### src/rtl/memoria_respondedor.sv
// Memory-side responder: small register-file RAM with one-cycle writes and
// fixed-latency reads, plus busy/erro handshake for the control unit.
module memoria_respondedor #(
    parameter int unsigned DATA_WIDTH   = 8,
    parameter int unsigned ADDR_WIDTH   = 4,
    parameter int unsigned READ_LATENCY = 2
) (
    input  logic                  clock,
    input  logic                  reset,
    input  logic                  rd,
    input  logic                  we,
    input  logic [ADDR_WIDTH-1:0] endereco,
    input  logic [DATA_WIDTH-1:0] dataIn,
    output logic [DATA_WIDTH-1:0] dataOut,
    output logic                  dataValid,
    output logic                  writeAck,
    output logic                  busy,
    output logic                  erro
);

    localparam int unsigned Depth = 2 ** ADDR_WIDTH;
    localparam logic [3:0] CntLoad = 4'(READ_LATENCY - 1);

    typedef enum logic [0:0] {Ocioso, Leitura} state_e;

    state_e                  state_q, state_d;
    logic [3:0]              cnt_q, cnt_d;
    logic [ADDR_WIDTH-1:0]   addr_q, addr_d;
    logic [DATA_WIDTH-1:0]   dout_q, dout_d;
    logic                    dv_q, dv_d;
    logic                    wa_q, wa_d;
    logic                    busy_q, busy_d;
    logic                    erro_q, erro_d;
    logic                    mem_we;
    logic [DATA_WIDTH-1:0]   mem_q [Depth];

    always_comb begin
        state_d = state_q;
        cnt_d   = cnt_q;
        addr_d  = addr_q;
        dout_d  = dout_q;
        dv_d    = 1'b0;
        wa_d    = 1'b0;
        busy_d  = busy_q;
        erro_d  = 1'b0;
        mem_we  = 1'b0;
        unique case (state_q)
            Ocioso: begin
                if (we) begin
                    mem_we = 1'b1;
                    wa_d   = 1'b1;
                end else if (rd) begin
                    addr_d  = endereco;
                    cnt_d   = CntLoad;
                    busy_d  = 1'b1;
                    state_d = Leitura;
                end
            end
            Leitura: begin
                // Commands during a read are dropped, including on the completing edge.
                erro_d = rd | we;
                if (cnt_q != 4'd0) begin
                    cnt_d = cnt_q - 4'd1;
                end else begin
                    dout_d  = mem_q[addr_q];
                    dv_d    = 1'b1;
                    busy_d  = 1'b0;
                    state_d = Ocioso;
                end
            end
            default: state_d = Ocioso;
        endcase
    end

    always_ff @(posedge clock or posedge reset) begin
        if (reset) begin
            state_q <= Ocioso;
            cnt_q   <= '0;
            addr_q  <= '0;
            dout_q  <= '0;
            dv_q    <= 1'b0;
            wa_q    <= 1'b0;
            busy_q  <= 1'b0;
            erro_q  <= 1'b0;
            for (int i = 0; i < int'(Depth); i++) begin
                mem_q[i] <= '0;
            end
        end else begin
            state_q <= state_d;
            cnt_q   <= cnt_d;
            addr_q  <= addr_d;
            dout_q  <= dout_d;
            dv_q    <= dv_d;
            wa_q    <= wa_d;
            busy_q  <= busy_d;
            erro_q  <= erro_d;
            if (mem_we) begin
                mem_q[endereco] <= dataIn;
            end
        end
    end

    assign dataOut   = dout_q;
    assign dataValid = dv_q;
    assign writeAck  = wa_q;
    assign busy      = busy_q;
    assign erro      = erro_q;

endmodule

### config.mk
export PLATFORM = sky130hd
export DESIGN_NAME = memoria_respondedor
export DESIGN_NICKNAME = d
export VERILOG_FILES = /design/src/rtl/memoria_respondedor.sv
export SDC_FILE = /design/constraint.sdc
export NUM_CORES = 1
export LEC_CHECK = 0
export BUFFER_PORTS_ARGS = -buffer_cell sky130_fd_sc_hd__buf_2
export CELL_PAD_IN_SITES_DETAIL_PLACEMENT = 0
export CELL_PAD_IN_SITES_GLOBAL_PLACEMENT = 1
export CORE_MARGIN = 2
export CORE_UTILIZATION = 40
export CTS_CLUSTER_SIZE = 40
export DETAILED_ROUTE_END_ITERATION = 12
export HOLD_SLACK_MARGIN = 0.15
export PLACE_DENSITY = 0.66
export SLEW_MARGIN = 15
export SYNTH_ARGS = -nofsm -noshare
export SYNTH_HDL_FRONTEND = slang
export SYNTH_SLANG_ARGS = --single-unit
### constraint.sdc
create_clock -name clock -period 4.5 [get_ports clock]
set_clock_uncertainty 0.05 [all_clocks]
set_input_delay 0.225 -clock clock [delete_from_list [all_inputs] [get_ports clock]]
set_output_delay 0.225 -clock clock [all_outputs]
set_load 0.005 [all_outputs]
Yosys cells after proc, flatten, opt, wreduce, memory -nomap -nowiden:

Index checks and enable logic that the tools add are counted.

* flip-flop bits (word level): 149
* input bits: 16

* equal/unequal tests: 4
* magnitude comparators: 3
* add/subtract/negate cells: 1
* bitwise logic cells: 6
* reductions and logical operators: 6
* multiplexer cells: 23

Operators by type and width (number)
* bitwise mux 128 bit: 1
* binary-select mux 8 bit (select 4 bit): 1
* demux 8 bit (select 4 bit): 1
* 2-to-1 mux 8 bit: 3
* 2-to-1 mux 4 bit: 3
* 2-to-1 mux 1 bit: 11
* greater-or-equal comparator 5 bit, second input constant: 2
* inverter 4 -> 5 bit: 2
* AND reduction 3 bit: 3
* one-hot mux 4 bit (2 select lines): 1
* != test 2 bit, second input constant: 3
* < comparator 5 x 1 -> 1 bit, second input constant: 1
* one-hot mux 1 bit (2 select lines): 2
* nonzero test 4 bit: 1
* subtractor 4 x 1 -> 4 bit, second input constant: 1
* inverter 1 bit: 3
* != test 2 x 1 -> 1 bit, second input constant: 1
* AND reduction 2 bit: 1
* logical AND 1 bit: 1
* bitwise OR 1 bit: 1

Depth between registers and ports, before layout:

Gate-level depths: netlist of run 1.

* depth after elaboration: 6
* depth in mapped cells: 7
* gate-level depth less buffers: 6

Least setup slack after synthesis of run 1:

Ideal clock, no wire load.

* path kind: reg2reg
* start: register addr_q[1]
* end: register dout_q[1], in the netlist dataOut[1]
* slack: 2.655 ns
* stages on the path, launching flop included: 5
* path buffers: 1
* setup time: 0.126 ns
* arrival: 1.669 ns
* path through: dfrtp_1 -> buf_6 -> mux4_1 -> mux2_2 -> a221o_1

* word-level cells in the longest chain between the ends: 4

Ends and longest elaborated chain
* start: declaration: RTL line 28 `logic [ADDR_WIDTH-1:0] addr_q, addr_d;`
* start signal: assignment: RTL line 91 `addr_q <= addr_d;`
* inverter 4 -> 5 bit (not written as such): RTL line 65 `dout_d = mem_q[addr_q];`
* binary-select mux 8 bit (select 4 bit): RTL line 65
* 2-to-1 mux 8 bit (not written as such) (2 in a row): RTL line 65
* end signal: assignment: RTL line 92 `dout_q <= dout_d;`
* end: declaration: RTL line 29 `logic [DATA_WIDTH-1:0] dout_q, dout_d;`

Every way passes these cells. The select of a mux whose other input is x is not followed.
A chain may end at the register's enable or synchronous reset.

Final worst setup path of run 1:

* start: register addr_q[1]
* end: register dout_q[6], in the netlist dataOut[6]

The elaborated chain is that of the path after synthesis.

==> impl_metrics.tcl, run 1 <==
set metrics [dict create \
    cts_max_level 4 \
    die_w_um 134 \
    fin_crit_sh 0.532 \
    max_freq_mhz 418 \
    first_iter_violations 204 \
    nFillCells 1450 \
    initial_core_util 0.409 \
    post_cts_resized 0 \
    worstPathMaxFanout 12 \
    antennaDiodeCount 0 \
    num_io_pins 28 \
    num_rows 47 \
    hold_viol 0 \
    rsz0062_at_grt "false" \
    p_per_area_nw_per_um2 638 \
    final_util 0.467 \
    hp-class "in -> reg" \
    die_y_um 134 \
    p_leak_nw 3.54 \
    drt-pass1-iter-count 4 \
    path_class "reg -> reg" \
    seqCellArea_um2 3730 \
    final_cell_mix "149 x dfrtp_1, 137 x mux2_2, 27 x nand2_1, 27 x buf_2, 19 x mux4_2" \
    ys_seq_elements 149 \
    nets 483 \
    layout-drive-gt1-share 0.477 \
    vias 3787 \
    netlist.area_leader.share 0.552 \
    yosys.cell_types.count 35 \
    synthToLayoutAreaGrowth_pct 14.2 \
    timing.max_cap.violations 0 \
    async_flop_share 1.00 \
    track_usage 0.180 \
    required_ns 4.75 \
    grt_pass1_vias 4018 \
    clockBufferDepth 2 \
    synth.avg_cell_area_um2 15.7 \
    cts_root_buf "clkbuf_16" \
    finalSetupViolations 0 \
    grt_max_degree 115 \
    crit_arrival_ns 2.64 \
    wire_per_inst_um 21.0 \
    synth_flop_cell "dfrtp_1" \
    r2r_start "addr_q[1]" \
    final_common_cell "dfrtp_1" \
    via_per_inst 5.43 \
    min_from "dataIn[1]" \
    synth-edff-count 0 \
    crit_start "addr_q[1]" \
    final-max-slew-violation-count 0 \
    synth_fp_nets 448 \
    synthTopCellsByArea "dfrtp_1 55%, mux2_2 23%, mux4_2 6.3%" \
    io_buffers 27 \
    syn_area_um2 6760 \
    antenna_found_initial 0 \
    die_area_um2 18000 \
    startpoint_type "register" \
    clkSlewWorstSetupHoldPaths_ns 0.06 \
    period_needed_ns 2.39 \
    syn_inst 431 \
    cts.sinks 149 \
    wl_um 14700 \
    clkLatencyLatePin_ns 0.42 \
    multi_input_area_um2 2810 \
    outcome "finished clean" \
    grt.overflow.total 0 \
    numCtsBuffers 17 \
    core_um2 16500 \
    synth_area_leader_cell "dfrtp_1" \
    seq_area_frac_synth 0.552 \
    tritoncts "done" \
    dpl.hpwl_um 9590 \
    end_kind "register" \
    tns_ns 0 \
    worstMarginPinSlew_ns 1.02 \
    place.gp.congestion 0.744 \
    grt_pass1_wl_um 23600 \
    final_antenna_net_count 0 \
    synth_warnings 0 \
    drc_errors 0 \
    peakVddDrop_mv 0.304 \
    slew_headroom 0.322 \
]
[metrics by stage]
stage	area [um2]	setup WS, ns	power (W)	hold WS (ns)	cells
after floorplan	6760	0.217	0.00316	0.280	431
after global placement	7020	2.07	0.00343	0.406	659
after detailed placement	7020	2.03	0.00348	0.406	659
after CTS	7720	2.02	0.00499	0.217	698
after global routing	7720	1.98	0.00522	0.241	698
final	7720	2.11	0.00492	0.231	698
[registers in the layout, summed over array words and instances, names as in the netlist]
name / count
mem_q: 128
erro: 1
busy: 1
dataOut: 8
writeAck: 1
state_q: 1
cnt_q: 4
addr_q: 4
dataValid: 1
[cells by family after synthesis]
group	share of synthesized area
AO/OA/AOI/OAI	0.0237
buffers and inverters	0.0328
flip-flops	0.552
adder cells (fa/ha/maj)	0.00185
AND/OR/NAND/NOR	0.0468
XOR/XNOR	0.00130
multiplexers	0.342
[synth_stat cells (4+ instances only)]
master and number:
nor3b_1 4, nor2_1 5, mux4_2 19, nand3_1 5, mux4_1 12, nor2b_1 5, buf_2 7, mux2_2 137
dfrtp_1 149, a22o_1 6, clkbuf_1 8, a221o_1 6, inv_1 5, nand2_1 27, clkbuf_8 7
[layer usage]
metal | up-vias | track usage | routed length [um]
met5 | - | 0 | 0
met2 | 75 | 0.282 | 7100
met1 | 2011 | 0.248 | 6750
li1 | 1686 | - | -
met3 | 15 | 0.0412 | 619
met4 | 0 | 0.0597 | 187
[repair_timing]
| item | in CTS | in global routing |
|---|---|---|
| hold endpoints to repair | 119 | 0 |
| buffers inserted | 0 | 0 |
| hold buffers | 8 | 0 |
[layout make-up]
cell class | count | share of cell area
clock buffers | 18 | 0.0556
well taps | 220 | 0.0357
repair buffers | 42 | 0.0347
flip-flops and latches | 149 | 0.483
inverters | 5 | 0.00308
multi-input cells | 251 | 0.364
clock inverters | 13 | 0.0238
[power by group]
part / leakage, nW / switching [W] / total (W) / internal [W]
sequential: 1.92 / 0.000349 / 0.00215 / 0.00180
combinational: 1.33 / 0.000468 / 0.00129 / 0.000825
clock: 0.292 / 0.000559 / 0.00148 / 0.000923
total: 3.54 / 0.00138 / 0.00492 / 0.00355
[critical path: stages (launching register included)]
cell     delay [ns]
dfrtp_1        0.72
buf_4          0.32
mux4_1         0.57
mux2_2         0.28
a221o_1        0.32
[path summary, 6_finish.rpt]
kind	end	slack, ns	cells after the start
max	dataOut[6]	2.11	4
min	mem_q[57]	0.23	2
max reg2reg	dataOut[6]	2.11	4
min reg2reg	busy	0.44	2
max in group asynchronous	dataOut[4]	2.79	4
min in group asynchronous	mem_q[89]	0.56	3
No activity file was read; power rests on OpenSTA's default activity.
==> run 2: changes to the inputs <==
Settings changed: PLACE_DENSITY 0.66 to 0.63.
Clock period 4.5 ns to 2.5 ns, I/O delays scaled along.
==> run 2 against run 1 <==
Compared with the run above:
- non-clock buffer count is 17 higher
- flip-flop and latch count is the same
- first-iteration DRC count increased by 19%
- total power is 85% higher
- final cell count increased by 2.6%
- register-to-register slack got worse by 1.8 ns
- utilization is 1.4 points higher
- highest routed layer unchanged
- sequential share of layout area shrank 1.4 points
- critical path depth unchanged
- cell area rose by 3.0%
- global-route usage is essentially flat
- largest power group unchanged
- sequential power up 75%
==> impl_metrics.tcl, run 2 (synthesis results as in run 1) <==
set metrics [dict create \
    synthToLayoutAreaGrowth_pct 17.6 \
    crit_arrival_ns 2.43 \
    post_cts_buffers 0 \
    final_cells 716 \
    drc_errors 0 \
    largest_reg_flops 128 \
    rsz0062_at_grt "false" \
    hp-class "in -> reg" \
    io_buffers 27 \
    die_area_um2 18000 \
    core_um2 16500 \
    nets 500 \
    clkSlewWorstSetupHoldPaths_ns 0.06 \
    finalPower_w 0.00910 \
    use_met2 0.282 \
    peakVddDrop_mv 0.603 \
    regMostFlops "mem_q" \
    outcome "finished clean" \
    p_leak_nw 3.63 \
    hold_viol 0 \
    num_io_pins 28 \
    final_cell_mix "149 x dfrtp_1, 137 x mux2_2, 27 x nand2_1, 27 x buf_2, 19 x mux4_2" \
    clockBufferDepth 2 \
    tritoncts "done" \
    grt_use_met1 0.243 \
    layout-drive-gt1-share 0.476 \
    die_w_um 134 \
    first_iter_violations 243 \
    dpl.hpwl_um 9630 \
    final_antenna_net_count 0 \
    antennaDiodeCount 0 \
    final-max-slew-violation-count 0 \
    pre_cts_ws_ns 0.335 \
    initial_core_util 0.409 \
    fin_crit_sh 0.866 \
    cts_max_level 4 \
    cts_root_buf "clkbuf_16" \
    wl_um 15000 \
    numCtsBuffers 17 \
    grt.overflow.total 0 \
    via_per_inst 5.36 \
    pwr-share-comb 0.277 \
    path_class "reg -> reg" \
    place.gp.congestion 0.777 \
    clkLatencyLatePin_ns 0.43 \
    wire_per_inst_um 20.9 \
    slew_headroom 0.498 \
    grt_pass1_wl_um 23700 \
    die_y_um 134 \
    grt_max_degree 100 \
    end_kind "register" \
    p_sw_w 0.00254 \
    cts.sinks 149 \
    vias 3840 \
    worstMarginPinSlew_ns 0.751 \
    top_usage_layer "met2" \
    seq_power_share 0.413 \
    startpoint_type "register" \
    finalSetupViolations 0 \
    p_per_area_nw_per_um2 1150 \
    post_cts_resized 0 \
    worstPathMaxFanout 8 \
    final_common_cell "dfrtp_1" \
    num_rows 47 \
    max_freq_mhz 462 \
    period_needed_ns 2.17 \
    tns_ns 0 \
    track_usage 0.180 \
    grt_pass1_vias 3994 \
    timing.max_cap.violations 0 \
    required_ns 2.76 \
    antenna_found_initial 0 \
    sw_frac_of_total 0.279 \
    clkPwrFrac 0.309 \
    grt_util_met3 0.0446 \
    nFillCells 1389 \
    power.internal_w 0.00656 \
    dp_cells 666 \
    cts_hold_buffers 18 \
    drt-pass1-iter-count 4 \
    final.setup.worst_slack_ns 0.335 \
]
-- run 2: worst paths after layout --
check                            from         end  slack (ns)  cells after the start
max                           state_q   mem_q[22]        0.33                      4
min                         dataIn[3]  mem_q[115]        0.16                      2
max reg2reg                   state_q   mem_q[22]        0.33                      4
min reg2reg                mem_q[113]  mem_q[113]        0.45                      1
max in group asynchronous       reset   mem_q[54]        1.55                      4
min in group asynchronous       reset   mem_q[69]        0.34                      4
-- run 2: worst max-delay path, cell delays in order (launching register included) --
cell      delay, ns
dfrtp_1        0.45
nand2b_4       0.20
nor3b_1        0.42
and3_1         0.54
mux2_2         0.40
-- run 2: routing by layer --
layer / vias to the layer above / share of wire
li1: 1717 / -
met1: 2040 / 0.47
met2: 62 / 0.48
met3: 21 / 0.033
met4: 0 / 0.019
met5: - / 0
-- run 2: layout make-up --
cell class	instances	area, um2	share of cell area
Clock buffer	17	425	0.0535
Clock inverter	15	230	0.0290
Inverter	5	22.5	0.00283
Multi-Input combinational cell	251	2810	0.353
Sequential cell	149	3730	0.469
Tap cell	220	275	0.0346
Timing Repair Buffer	59	458	0.0576
-- run 2: stage by stage --
| stage | hold WS, ns | instance area [um2] | utilization |
|---|---|---|---|
| after floorplan | 0.180 | 6760 | - |
| after global placement | 0.275 | 7110 | 0.430 |
| after detailed placement | 0.285 | 7110 | 0.430 |
| after CTS | 0.157 | 7950 | 0.481 |
| after global routing | 0.170 | 7950 | 0.481 |
| final | 0.157 | 7950 | 0.481 |
-- run 2: power groups by stage --
| stage | Clock, W | Combinational (W) | Sequential (W) |
|---|---|---|---|
| 6_report | 0.00282 | 0.00252 | 0.00376 |
| 3_5_place_dp | 0 | 0.00254 | 0.00380 |
| 3_3_place_gp | 0 | 0.00249 | 0.00377 |
| 2_1_floorplan | 0 | 0.00212 | 0.00357 |
| 4_1_cts | 0.00287 | 0.00258 | 0.00377 |
| 5_1_grt | 0.00299 | 0.00275 | 0.00388 |
==> run 3: changes to the inputs <==
Clock period 2.5 ns to 2.6 ns, I/O delays scaled along.
==> run 3 against run 2 <==
Compared with the run above:
- total power is 6.1% lower
- sequential power is 4% lower
- clock-buffer cell count is 3 higher
- cell area is 0.91% lower
- global-route usage hardly changed
- routed wire length is 1.5% lower
- maximum frequency is 0.82% lower
- clock power is 10% lower
- critical endpoint is now mem_q[16]
- largest cell class unchanged
==> impl_metrics.tcl, run 3 (synthesis results as in run 1) <==
set metrics [dict create \
    wire_per_inst_um 20.7 \
    first_iter_violations 218 \
    power.internal_w 0.00622 \
    finalSetupViolations 0 \
    initial_core_util 0.409 \
    dpl.hpwl_um 9620 \
    numCtsBuffers 17 \
    timing.max_cap.violations 0 \
    hold_viol 0 \
    tritoncts "done" \
    outcome "finished clean" \
    worstMarginPinSlew_ns 0.852 \
    clkPwrFrac 0.295 \
    grt.overflow.total 0 \
    synthToLayoutAreaGrowth_pct 16.5 \
    final_common_cell "dfrtp_1" \
    peakVddDrop_mv 0.513 \
    largest_reg_flops 128 \
    wl_um 14800 \
    holdWs_ns 0.161 \
    drc_errors 0 \
    post_cts_resized 0 \
    min_to "mem_q[100]" \
    drt-pass1-iter-count 4 \
    slew_headroom 0.431 \
    num_rows 47 \
    min_from "dataIn[4]" \
    r2r_start "state_q" \
    grt_pass1_wl_um 23900 \
    die_y_um 134 \
    place.gp.congestion 0.729 \
    final-max-slew-violation-count 0 \
    grt_max_degree 59 \
    tns_ns 0 \
    cts_hold_buffers 15 \
    via_per_inst 5.36 \
    p_per_area_nw_per_um2 1090 \
    final_cell_mix "149 x dfrtp_1, 137 x mux2_2, 27 x nand2_1, 27 x buf_2, 19 x mux4_2" \
    nets 500 \
    die_area_um2 18000 \
    antenna_found_initial 0 \
    rsz0062_at_grt "false" \
    regMostFlops "mem_q" \
    layout-drive-gt1-share 0.476 \
    reg2reg_setup_slack_ns 0.42 \
    sw_frac_of_total 0.273 \
    startpoint_type "register" \
    io_buffers 27 \
    post_cts_buffers 0 \
    p_leak_nw 3.62 \
    worstPathMaxFanout 8 \
    pwr-share-comb 0.284 \
    hold_depth 2 \
    antennaDiodeCount 0 \
    post_dp_cell_area_um2 7120 \
    core_um2 16500 \
    timing.rr.end "mem_q[16]" \
    clockBufferDepth 2 \
    design_area_um2 7880 \
    required_ns 2.85 \
    hp-class "in -> reg" \
    crit_arrival_ns 2.43 \
    fin_crit_sh 0.840 \
    p_sw_w 0.00234 \
    clkSlewWorstSetupHoldPaths_ns 0.06 \
    max_freq_mhz 458 \
    r2r_cells 4 \
    die_w_um 134 \
    clkLatencyLatePin_ns 0.42 \
    final_antenna_net_count 0 \
    num_io_pins 28 \
    cts_root_buf "clkbuf_16" \
    vias 3830 \
    cts.sinks 149 \
    track_usage 0.180 \
    end_kind "register" \
    cts_max_level 4 \
    grt_pass1_vias 4099 \
    seq_power_share 0.420 \
    path_class "reg -> reg" \
    period_needed_ns 2.18 \
]
run 3: changes by cell type in the layout (fill, tap and decap cells not counted), sizes merged:
cell         change
dlygate4sd3      -3
inv              -1
clkinv           -1
bufinv           -1
clkbuf           +3
buf              +3
clkinvlp         -2
run 3: area by class of cell:
type                    count  area, um2
fillers                  1440       8650
repair buffers             59        438
clock inverters            10        156
multi-input cells         251       2810
flip-flops and latches    149       3730
inverters                   5       22.5
clock buffers              20        447
well taps                 220        275
run 3: power groups by stage:
| stage | Sequential, W | Combinational, W | Clock, W |
|---|---|---|---|
| 2_1_floorplan | 0.00343 | 0.00204 | 0 |
| 3_3_place_gp | 0.00360 | 0.00239 | 0 |
| 3_5_place_dp | 0.00363 | 0.00244 | 0 |
| 4_1_cts | 0.00360 | 0.00248 | 0.00258 |
| 5_1_grt | 0.00370 | 0.00265 | 0.00269 |
| 6_report | 0.00360 | 0.00243 | 0.00253 |
run 3: critical path, stage by stage (launching register included):
cell      delay (ns)
dfrtp_1         0.44
nand2b_4        0.19
nor3b_1         0.43
and3_1          0.56
mux2_2          0.40
run 3: worst max-delay path by stage:
stage,end,cells past startpoint,slack [ns],from
after CTS,mem_q[16],4,0.43,state_q
after floorplan,addr_q[0],1,0.55,reset
final,mem_q[16],4,0.42,state_q
after detailed placement,mem_q[16],4,0.43,state_q
after global placement,mem_q[22],4,0.48,state_q
after global routing,mem_q[21],4,0.30,state_q
run 3: metrics by stage:
| stage | power [W] | setup WS [ns] | utilization | instances |
|---|---|---|---|---|
| global placement | 0.00599 | 0.484 | 0.431 | 669 |
| floorplan | 0.00548 | 0.545 | - | 431 |
| global route | 0.00904 | 0.301 | 0.477 | 714 |
| finish | 0.00855 | 0.417 | 0.477 | 714 |
| detailed placement | 0.00607 | 0.431 | 0.431 | 669 |
| CTS | 0.00865 | 0.433 | 0.477 | 714 |
run 3: per-layer routing:
metal | track usage | part of all wire
met5 | 0 | 0
met4 | 0.0502 | 0.015
met3 | 0.0529 | 0.037
met2 | 0.286 | 0.47
met1 | 0.240 | 0.47
